**src/rtl/keypad_scanner.sv**
```systemverilog
// keypad_scanner: 4x4 matrix keypad scanner with debounce, ghost rejection and decimal entry.
// Ports:
//   clk            system clock
//   rst_n          asynchronous reset, active low
//   row_in[3:0]    keypad rows, active low, asynchronous to clk
//   col_out[3:0]   column drive, one-cold
//   key_valid      one-cycle pulse per accepted key press
//   key_code[3:0]  code of the last accepted key
//   entered_number accumulated decimal entry, 0..9999
module keypad_scanner #(
    parameter int SCAN_DIV       = 100000,
    parameter int DEBOUNCE_SCANS = 4
) (
    input  logic        clk,
    input  logic        rst_n,
    input  logic [3:0]  row_in,
    output logic [3:0]  col_out,
    output logic        key_valid,
    output logic [3:0]  key_code,
    output logic [15:0] entered_number
);
    localparam int DW = $clog2(SCAN_DIV);
    localparam int CW = $clog2(DEBOUNCE_SCANS + 1);
    // Nibble (r*4+c) holds the code of the key at row r, column c.
    localparam logic [63:0] KEY_MAP = {4'd13, 4'd15, 4'd0, 4'd14,
                                       4'd12, 4'd9,  4'd8, 4'd7,
                                       4'd11, 4'd6,  4'd5, 4'd4,
                                       4'd10, 4'd3,  4'd2, 4'd1};

    typedef enum logic [1:0] {IDLE, DEBOUNCE, HELD, RELEASE} state_t;

    state_t          state, state_nx;
    logic [3:0]      row_meta, row_sync;
    logic [DW-1:0]   div;
    logic [1:0]      col_idx;
    logic [15:0]     frame_map, map_nx;
    logic [3:0]      cand, cand_nx, key_idx, key;
    logic [CW-1:0]   cnt, cnt_nx, cnt_inc;
    logic [4:0]      hits;
    logic            sample, frame_end, single, any, accept;
    logic [15:0]     number_nx;

    assign sample    = div == DW'(SCAN_DIV - 1);
    assign frame_end = sample && col_idx == 2'd3;
    assign cnt_inc   = cnt + 1'b1;

    // Merge the current column's rows into the map so frame_end classifies the complete frame.
    always_comb begin
        map_nx = frame_map;
        for (int r = 0; r < 4; r++)
            if (sample) map_nx[{2'(r), col_idx}] = ~row_sync[r];
        hits    = '0;
        key_idx = '0;
        for (int i = 0; i < 16; i++)
            if (map_nx[i]) begin
                hits    = hits + 5'd1;
                key_idx = 4'(i);
            end
        single = hits == 5'd1;
        any    = |map_nx;
        key    = KEY_MAP[{key_idx, 2'b00} +: 4];
    end

    always_ff @(posedge clk or negedge rst_n)
        if (!rst_n) begin
            row_meta       <= 4'hF;
            row_sync       <= 4'hF;
            div            <= '0;
            col_idx        <= '0;
            frame_map      <= '0;
            state          <= IDLE;
            cand           <= '0;
            cnt            <= '0;
            key_valid      <= 1'b0;
            key_code       <= '0;
            entered_number <= '0;
        end else begin
            row_meta  <= row_in;
            row_sync  <= row_meta;
            div       <= sample ? '0 : div + 1'b1;
            col_idx   <= col_idx + {1'b0, sample};
            frame_map <= frame_end ? '0 : map_nx;
            state     <= state_nx;
            cand      <= cand_nx;
            cnt       <= cnt_nx;
            key_valid <= accept;
            if (accept) begin
                key_code       <= cand_nx;
                entered_number <= number_nx;
            end
        end

    always_comb begin
        state_nx = state;
        cand_nx  = cand;
        cnt_nx   = cnt;
        accept   = 1'b0;
        if (frame_end)
            case (state)
                IDLE:
                    if (single) begin
                        cand_nx  = key;
                        cnt_nx   = CW'(1);
                        accept   = DEBOUNCE_SCANS == 1;
                        state_nx = DEBOUNCE_SCANS == 1 ? HELD : DEBOUNCE;
                    end
                DEBOUNCE:
                    if (!single) state_nx = IDLE;
                    else if (key != cand) begin
                        cand_nx = key;
                        cnt_nx  = CW'(1);
                    end else begin
                        cnt_nx   = cnt_inc;
                        accept   = cnt_inc == CW'(DEBOUNCE_SCANS);
                        state_nx = accept ? HELD : DEBOUNCE;
                    end
                HELD:
                    if (!any) begin
                        cnt_nx   = CW'(1);
                        state_nx = DEBOUNCE_SCANS == 1 ? IDLE : RELEASE;
                    end
                default:
                    if (any) state_nx = HELD;
                    else begin
                        cnt_nx   = cnt_inc;
                        state_nx = cnt_inc == CW'(DEBOUNCE_SCANS) ? IDLE : RELEASE;
                    end
            endcase
    end

    // Digits shift in from the right and drop the oldest; '#' backspaces, '*' clears, A-D leave it.
    always_comb begin
        col_out   = ~(4'b0001 << col_idx);
        number_nx = cand_nx <= 4'd9  ? (entered_number % 16'd1000) * 16'd10 + {12'd0, cand_nx} :
                    cand_nx == 4'd15 ? entered_number / 16'd10 :
                    cand_nx == 4'd14 ? 16'd0 : entered_number;
    end
endmodule

```
**config.mk**
```make
export PLATFORM = sky130hd
export DESIGN_NAME = keypad_scanner
export DESIGN_NICKNAME = d
export VERILOG_FILES = /design/src/rtl/keypad_scanner.sv
export SDC_FILE = /design/constraint.sdc
export NUM_CORES = 1
export LEC_CHECK = 0
export ABC_AREA = 0
export BUFFER_PORTS_ARGS = -buffer_cell sky130_fd_sc_hd__buf_4
export CAP_MARGIN = 20
export CORE_MARGIN = 10
export CORE_UTILIZATION = 51
export DETAILED_ROUTE_END_ITERATION = 12
export GPL_ROUTABILITY_DRIVEN = 1
export PLACE_DENSITY_LB_ADDON = 0.08
export RECOVER_POWER = 50
export SKIP_LAST_GASP = 1
export SLEW_MARGIN = 20
export SYNTH_ARGS = -nofsm -noshare
export SYNTH_HDL_FRONTEND = slang
export SYNTH_SLANG_ARGS = --single-unit
```
**constraint.sdc**
```tcl
create_clock -name clk -period 23.9 [get_ports clk]
set_input_delay 4.78 -clock clk [delete_from_list [all_inputs] [get_ports clk]]
set_output_delay 4.78 -clock clk [all_outputs]
set_load 0.05 [all_outputs]
```
==> run metrics, run 1 <==
Post-Synth Adder-Cell Area=around 7.3%; number of global-route vias before repair=approximately 8500; first-pass GRT wire length=approximately 42000 µm; Vias/cell=roughly 6.3; Yosys warning count=0; port buffer count=30; Final HPWL DP=18200 µm; CP arrival=15770 ps; CTS clk-pin slew, worst paths=about 70 ps; met1 wire length=11500 µm; status=finished, violations left; cells after synthesis=between 1000 and 1500; Synth Cell Area=9390 µm²; RePlAce Congestion=roughly 0.92; postcts setup bufs=0; VDD IR max=roughly 35 µV; endpoints failing setup=0; initial antenna violation count=0; pin count of the biggest net entering global routing=74; Top-Level Pins=31; Sw Share=about 26%; hold buffer count at cts=0; max incr delay on CP=~680 ps; antenna-violating nets left=0; Core Box Area=between 15000 and 20000 µm²; Die X=about 160 µm; unrepaired setup endpoints after global routing=no; Setup TNS=0 ps; post-cts resize count=0; Die Ht=between 150 and 200 µm; Max Cap Viol=1; n_diodes=0; fin crit share=between 60% and 70%; clk_skew=12.8 ps; simple-gate share of the synthesized area=~25%; met2 WL=between 10000 and 15000 µm; Seq pwr share=a little under half; Max Fclk=64.4 MHz; Post-synth EDFFs=0; met3 wire length=a little over 1000 µm; Worst path most repeated cell=ha_1; CTS tree=built; power per cell area=about 27 nW/µm²; largest family of logic cells by synthesized area=compound AO/OA/AOI/OAI gates; Sink Count=73; DR DRC count=0; H-tree depth=3; die area=around 24000 µm²; relative slew slack=-159%; Pint=roughly 0.20 mW; highest metal used=met4; kind of critical path=flip-flop to flip-flop; CP max-delay cell=nor4_1; CTS Buf Count=9; leakage=approximately 4.4 nW; P&R area growth vs syn=6.69%; number of cell rows=49; via count=between 8000 and 9000; Final Hold Viols=0; most common cell after layout, fill and taps aside=nor2_1; mux cell area share after synthesis=4.80%; Clk pwr share=50.4%; asr flop ratio synth=between 90% and 100%; share of cells above drive strength 1=10.1%; wire per inst=16.8 µm; top-area cell type share of the netlist area=between 10% and 20%; fillers=between 1500 and 2000; post-synthesis cell type count=roughly 110; Tot Pwr=0.270 mW; crit path launch type=flip-flop; GRT Total Usage=roughly 20%; worst hold-check path type=flip-flop to flip-flop; flip-flop and latch count after synthesis=73; ranking of synthesized cells by area=dfrtp_1 (17%), xnor2_1 (6.9%), ha_1 (6.7%); Initial Util=between 50% and 60%; Synth area leader=dfrtp_1; post-synthesis sequential area ratio=around a fifth; routed wire length=around 24000 µm; P_sw=between 0.06 and 0.07 mW; worst-path fanout max=8; Net count, final=roughly 1300; endpoint type of the worst setup path=flip-flop; Worst-Margin Slew=between 3000 and 4000 ps; XOR/XNOR share of the synthesized area=a little under an eighth; commonest non-fill, non-tap cells in the layout=nor2_1 (109), nand2_1 (100), o21ai_0 (77); Starting DRT DRC Count=approximately 620; Synth Area per Inst=between 7 and 8 µm²; part of the power in combinational logic=3.1%; failing checks=max-capacitance violations, max-slew violations; Slew Limit Fails=74; CTS max path bufs=2; Synth Flop Type=dfrtp_1; Synth Area in Compound Gates=about a quarter; WP data required=approximately 24000 ps; Final min period=15520 ps; drt first pass iters=5; grt ovf=0; clock insertion delay at the later pin of the skew report=roughly 350 ps; Clock Tree Root=clkbuf_16
-- metrics by stage --
stage | cells | hold slack, ps | utilization, % | area [µm²] | setup WS [ps]
6_report | 1437 | 353 | 55.6 | 10000 | 8380
5_1_grt | 1437 | 359 | 55.6 | 10000 | 6890
4_1_cts | 1436 | 357 | 55.7 | 10000 | 8890
3_5_place_dp | 1420 | 348 | 54.0 | 9740 | 8950
3_3_place_gp | 1420 | 345 | 54.0 | 9740 | 9440
2_1_floorplan | 1210 | 345 | - | 9410 | 10240
-- cell usage after synthesis, drive strengths merged, types with 8 or more instances --
| cell type | number |
|---|---|
| a211o | 8 |
| a211oi | 8 |
| a21boi | 11 |
| a21o | 8 |
| a21oi | 46 |
| a22oi | 18 |
| a31oi | 23 |
| and2 | 19 |
| and3 | 15 |
| and4 | 8 |
| buf | 14 |
| clkbuf | 39 |
| dfrtp | 65 |
| dfstp | 8 |
| ha | 50 |
| inv | 62 |
| mux2 | 18 |
| mux2i | 21 |
| nand2 | 102 |
| nand2b | 16 |
| nand3 | 44 |
| nand4 | 22 |
| nor2 | 110 |
| nor2b | 11 |
| nor3 | 35 |
| nor4 | 12 |
| o211ai | 18 |
| o21a | 14 |
| o21ai | 83 |
| o21bai | 8 |
| o31ai | 12 |
| or2 | 10 |
| or3 | 13 |
| xnor2 | 80 |
| xor2 | 32 |
-- state kept, by name (all words and copies together) (netlist names), 2 cells and up --
| register | cells |
|---|---|
| div | 17 |
| entered_number | 16 |
| frame_map | 16 |
| cand | 4 |
| key_code | 4 |
| row_meta | 4 |
| row_sync | 4 |
| cnt | 3 |
| col_idx | 2 |
| state | 2 |
-- worst max-delay path: cells and delay by family (launching register included) --
kind / cells / cell delay (ps)
xor gates and xnor gates: 1 / 160
DFF: 1 / 450
adders and majority gates: 16 / 4490
muxes: 7 / 1720
and+or+nand+nor: 20 / 4400
buffers and inverters: 8 / 660
AOI/OAI and AO/OA: 20 / 3540
-- power by group through the flow --
stage | combinational [mW] | clock, mW | sequential (mW)
after detailed placement | 0.00847 | 0 | 0.128
after global routing | 0.00994 | 0.143 | 0.126
after CTS | 0.00850 | 0.138 | 0.126
after floorplan | 0.00509 | 0 | 0.128
final | 0.00832 | 0.136 | 0.126
after global placement | 0.00843 | 0 | 0.128
-- final timing paths --
path | from | endpoint | slack, ps | cells past startpoint
max | div[12] | entered_number[13] | 8380 | 72
min | row_meta[0] | row_sync[0] | 350 | 0
max reg2reg | div[12] | entered_number[13] | 8380 | 72
min reg2reg | row_meta[0] | row_sync[0] | 350 | 0
max in group asynchronous | rst_n | entered_number[9] | 15940 | 1
min in group asynchronous | rst_n | frame_map[7] | 5780 | 1
-- kinds of logic after synthesis --
| logic type | after synthesis |
|---|---|
| and+or+nand+nor | 450 |
| AOI/OAI and AO/OA | 352 |
| buffers and inverters | 121 |
| xor gates and xnor gates | 114 |
| DFF | 73 |
| adders and majority gates | 54 |
| muxes | 40 |
| other | 1 |
-- area by class of cell --
class | instances | area, µm² | area share (%)
clock buffers | 9 | 225 | 2.25
well taps | 229 | 287 | 2.86
repair buffers | 35 | 255 | 2.55
clock inverters | 7 | 71.3 | 0.712
inverters | 68 | 255 | 2.55
flip-flops and latches | 73 | 1840 | 18.3
multi-input cells | 1016 | 7090 | 70.8
-- layer usage --
layer	track usage [%]	vias to the layer above
li1	-	4481
met1	27.1	4272
met2	33.2	217
met4	4.63	0
met5	0	-
met3	2.34	20
Power figures use the tool's default switching activity.
==> inputs of run 2 (changes only) <==
- clock period: 23.9 -> 14.98 ns (I/O delays scaled with it)
==> run metrics, run 2 (synthesized netlist as in run 1, its figures left out) <==
endpoints failing setup=0; VDD IR max=about 77 µV; most common cell after layout, fill and taps aside=nor2_1; Die Ht=roughly 160 µm; pin count of the biggest net entering global routing=74; Sink Count=between 70 and 80; routed wire length=around 24000 µm; Worst R2R Path Depth=73; CP max-delay cell=or4b_4; n_diodes=0; relative slew slack=-165%; max incr delay on CP=560 ps; via count=around 9000; DR DRC count=0; clock insertion delay at the later pin of the skew report=around 340 ps; failing checks=max-capacitance violations, max-slew violations; Vias/cell=between 6 and 7; Slew Limit Fails=74; Top Registers=div: 17 flops, entered_number: 16 flops, frame_map: 16 flops; Net count, final=~1300; CTS max path bufs=2; Core Box Area=around 18000 µm²; Crit Reg-Reg Startpoint=div[5]; leakage=4.42 nW; power per cell area=between 40 and 50 nW/µm²; crit path launch type=flip-flop; number of global-route vias before repair=8454; antenna-violating nets left=0; P&R area growth vs syn=8.55%; fin util=56.6%; commonest non-fill, non-tap cells in the layout=nor2_1 (106), nand2_1 (98), o21ai_0 (74), xnor2_1 (74), dfrtp_1 (64); Max Fclk=70.9 MHz; Worst setup startpoint=div[5]; max reg flops=17; drt first pass iters=5; clk_skew=11.7 ps; Crit Reg-Reg Endpoint=entered_number[13]; kind of critical path=flip-flop to flip-flop; grt ovf=0; Worst Setup EP=entered_number[13]; number of cell rows=between 40 and 50; fillers=roughly 1700; CP arrival=14360 ps; hold buffer count at cts=0; status=finished, violations left; Reg2Reg Setup Slack=slightly below 900 ps; Final min period=around 14000 ps; fin crit share=between 90% and 100%; port buffer count=30; wire per inst=16.9 µm; Max Cap Viol=1; Final HPWL DP=18200 µm; hold depth=0; CTS tree=built; worst hold-check path type=flip-flop to flip-flop; RePlAce Congestion=about 0.88; Biggest register=div; die area=between 20000 and 25000 µm²; share of cells above drive strength 1=between 10% and 20%; non-filler cells, final=~1400; Worst path most repeated cell=ha_1; Top-Level Pins=31; Final Hold Viols=0; Starting DRT DRC Count=roughly 540; first-pass GRT wire length=just over 40000 µm; Worst-Margin Slew=approximately 4000 ps; endpoint type of the worst setup path=flip-flop; GRT Total Usage=between 10% and 20%; Die X=roughly 160 µm; CTS clk-pin slew, worst paths=around 60 ps; initial antenna violation count=0; Clock Tree Root=clkbuf_16; CTS Buf Count=9; H-tree depth=3; Initial Util=52.1%; Setup TNS=0 ps; worst-path fanout max=8; post-placement cell count=between 1000 and 1500; WP data required=roughly 15000 ps
-- run 2: cell count changes in the layout (fill, tap and decap cells not counted), sizes merged --
| cell | change |
|---|---|
| clkbuf | +1 |
| clkinvlp | -2 |
| bufinv | +1 |
| inv | -2 |
| clkinv | +3 |
| buf | +7 |
-- run 2: worst max-delay path: cells and delay by family (launching register included) --
| kind | cells | cell delay [ps] |
|---|---|---|
| simple gates | 21 | 3760 |
| buf+inv | 8 | 730 |
| flops | 1 | 450 |
| fa+ha+maj | 16 | 4320 |
| xor+xnor | 1 | 160 |
| mux | 7 | 1600 |
| compound gates | 20 | 2970 |
-- run 2: final cells by class --
type	instances	area, µm²	share of cell area, %
clock buffers	9	225	2.21
clock inverters	7	77.6	0.761
inverters	68	255	2.50
multi-input cells	1016	7200	70.6
flip-flops and latches	73	1840	18.0
well taps	229	287	2.81
repair buffers	43	312	3.06
-- run 2: what timing repair did --
item,4_1_cts,5_1_grt
gates resized for setup,0,26
setup endpoints to repair,0,12
setup buffers,0,4
-- run 2: report_power, final --
group	switching, mW	leakage [nW]	internal [mW]
Combinational	0.00875	3.31	0.00479
Clock	0.0923	0.152	0.131
Sequential	0.00166	0.952	0.199
Total	0.103	4.42	0.335
-- run 2: per-layer routing --
| metal | vias to the layer above | GRT usage (%) | wire length, µm |
|---|---|---|---|
| li1 | 4489 | - | - |
| met1 | 4237 | 27.5 | 11700 |
| met2 | 227 | 32.0 | 11200 |
| met3 | 32 | 2.23 | 1020 |
| met4 | 0 | 4.72 | 401 |
| met5 | - | 0 | 0 |
-- run 2: worst min path at each step --
| stage | endpoint | slack, ps | from |
|---|---|---|---|
| 5_1_grt | row_sync[2] | 360 | row_meta[2] |
| 3_3_place_gp | row_sync[1] | 350 | row_meta[1] |
| 6_report | row_sync[3] | 360 | row_meta[3] |
| 2_1_floorplan | row_sync[0] | 350 | row_meta[0] |
| 3_5_place_dp | row_sync[0] | 350 | row_meta[0] |
| 4_1_cts | row_sync[2] | 360 | row_meta[2] |
-- run 2: through the flow --
step | hold WS (ps) | cell area [µm²] | setup slack, ps | total power, mW
after detailed placement | 347 | 9770 | 73.2 | 0.218
after global routing | 363 | 10200 | -41.3 | 0.453
after floorplan | 345 | 9410 | 1320 | 0.212
after CTS | 358 | 10100 | 17.9 | 0.443
final | 357 | 10200 | 871 | 0.437
after global placement | 345 | 9770 | 515 | 0.218
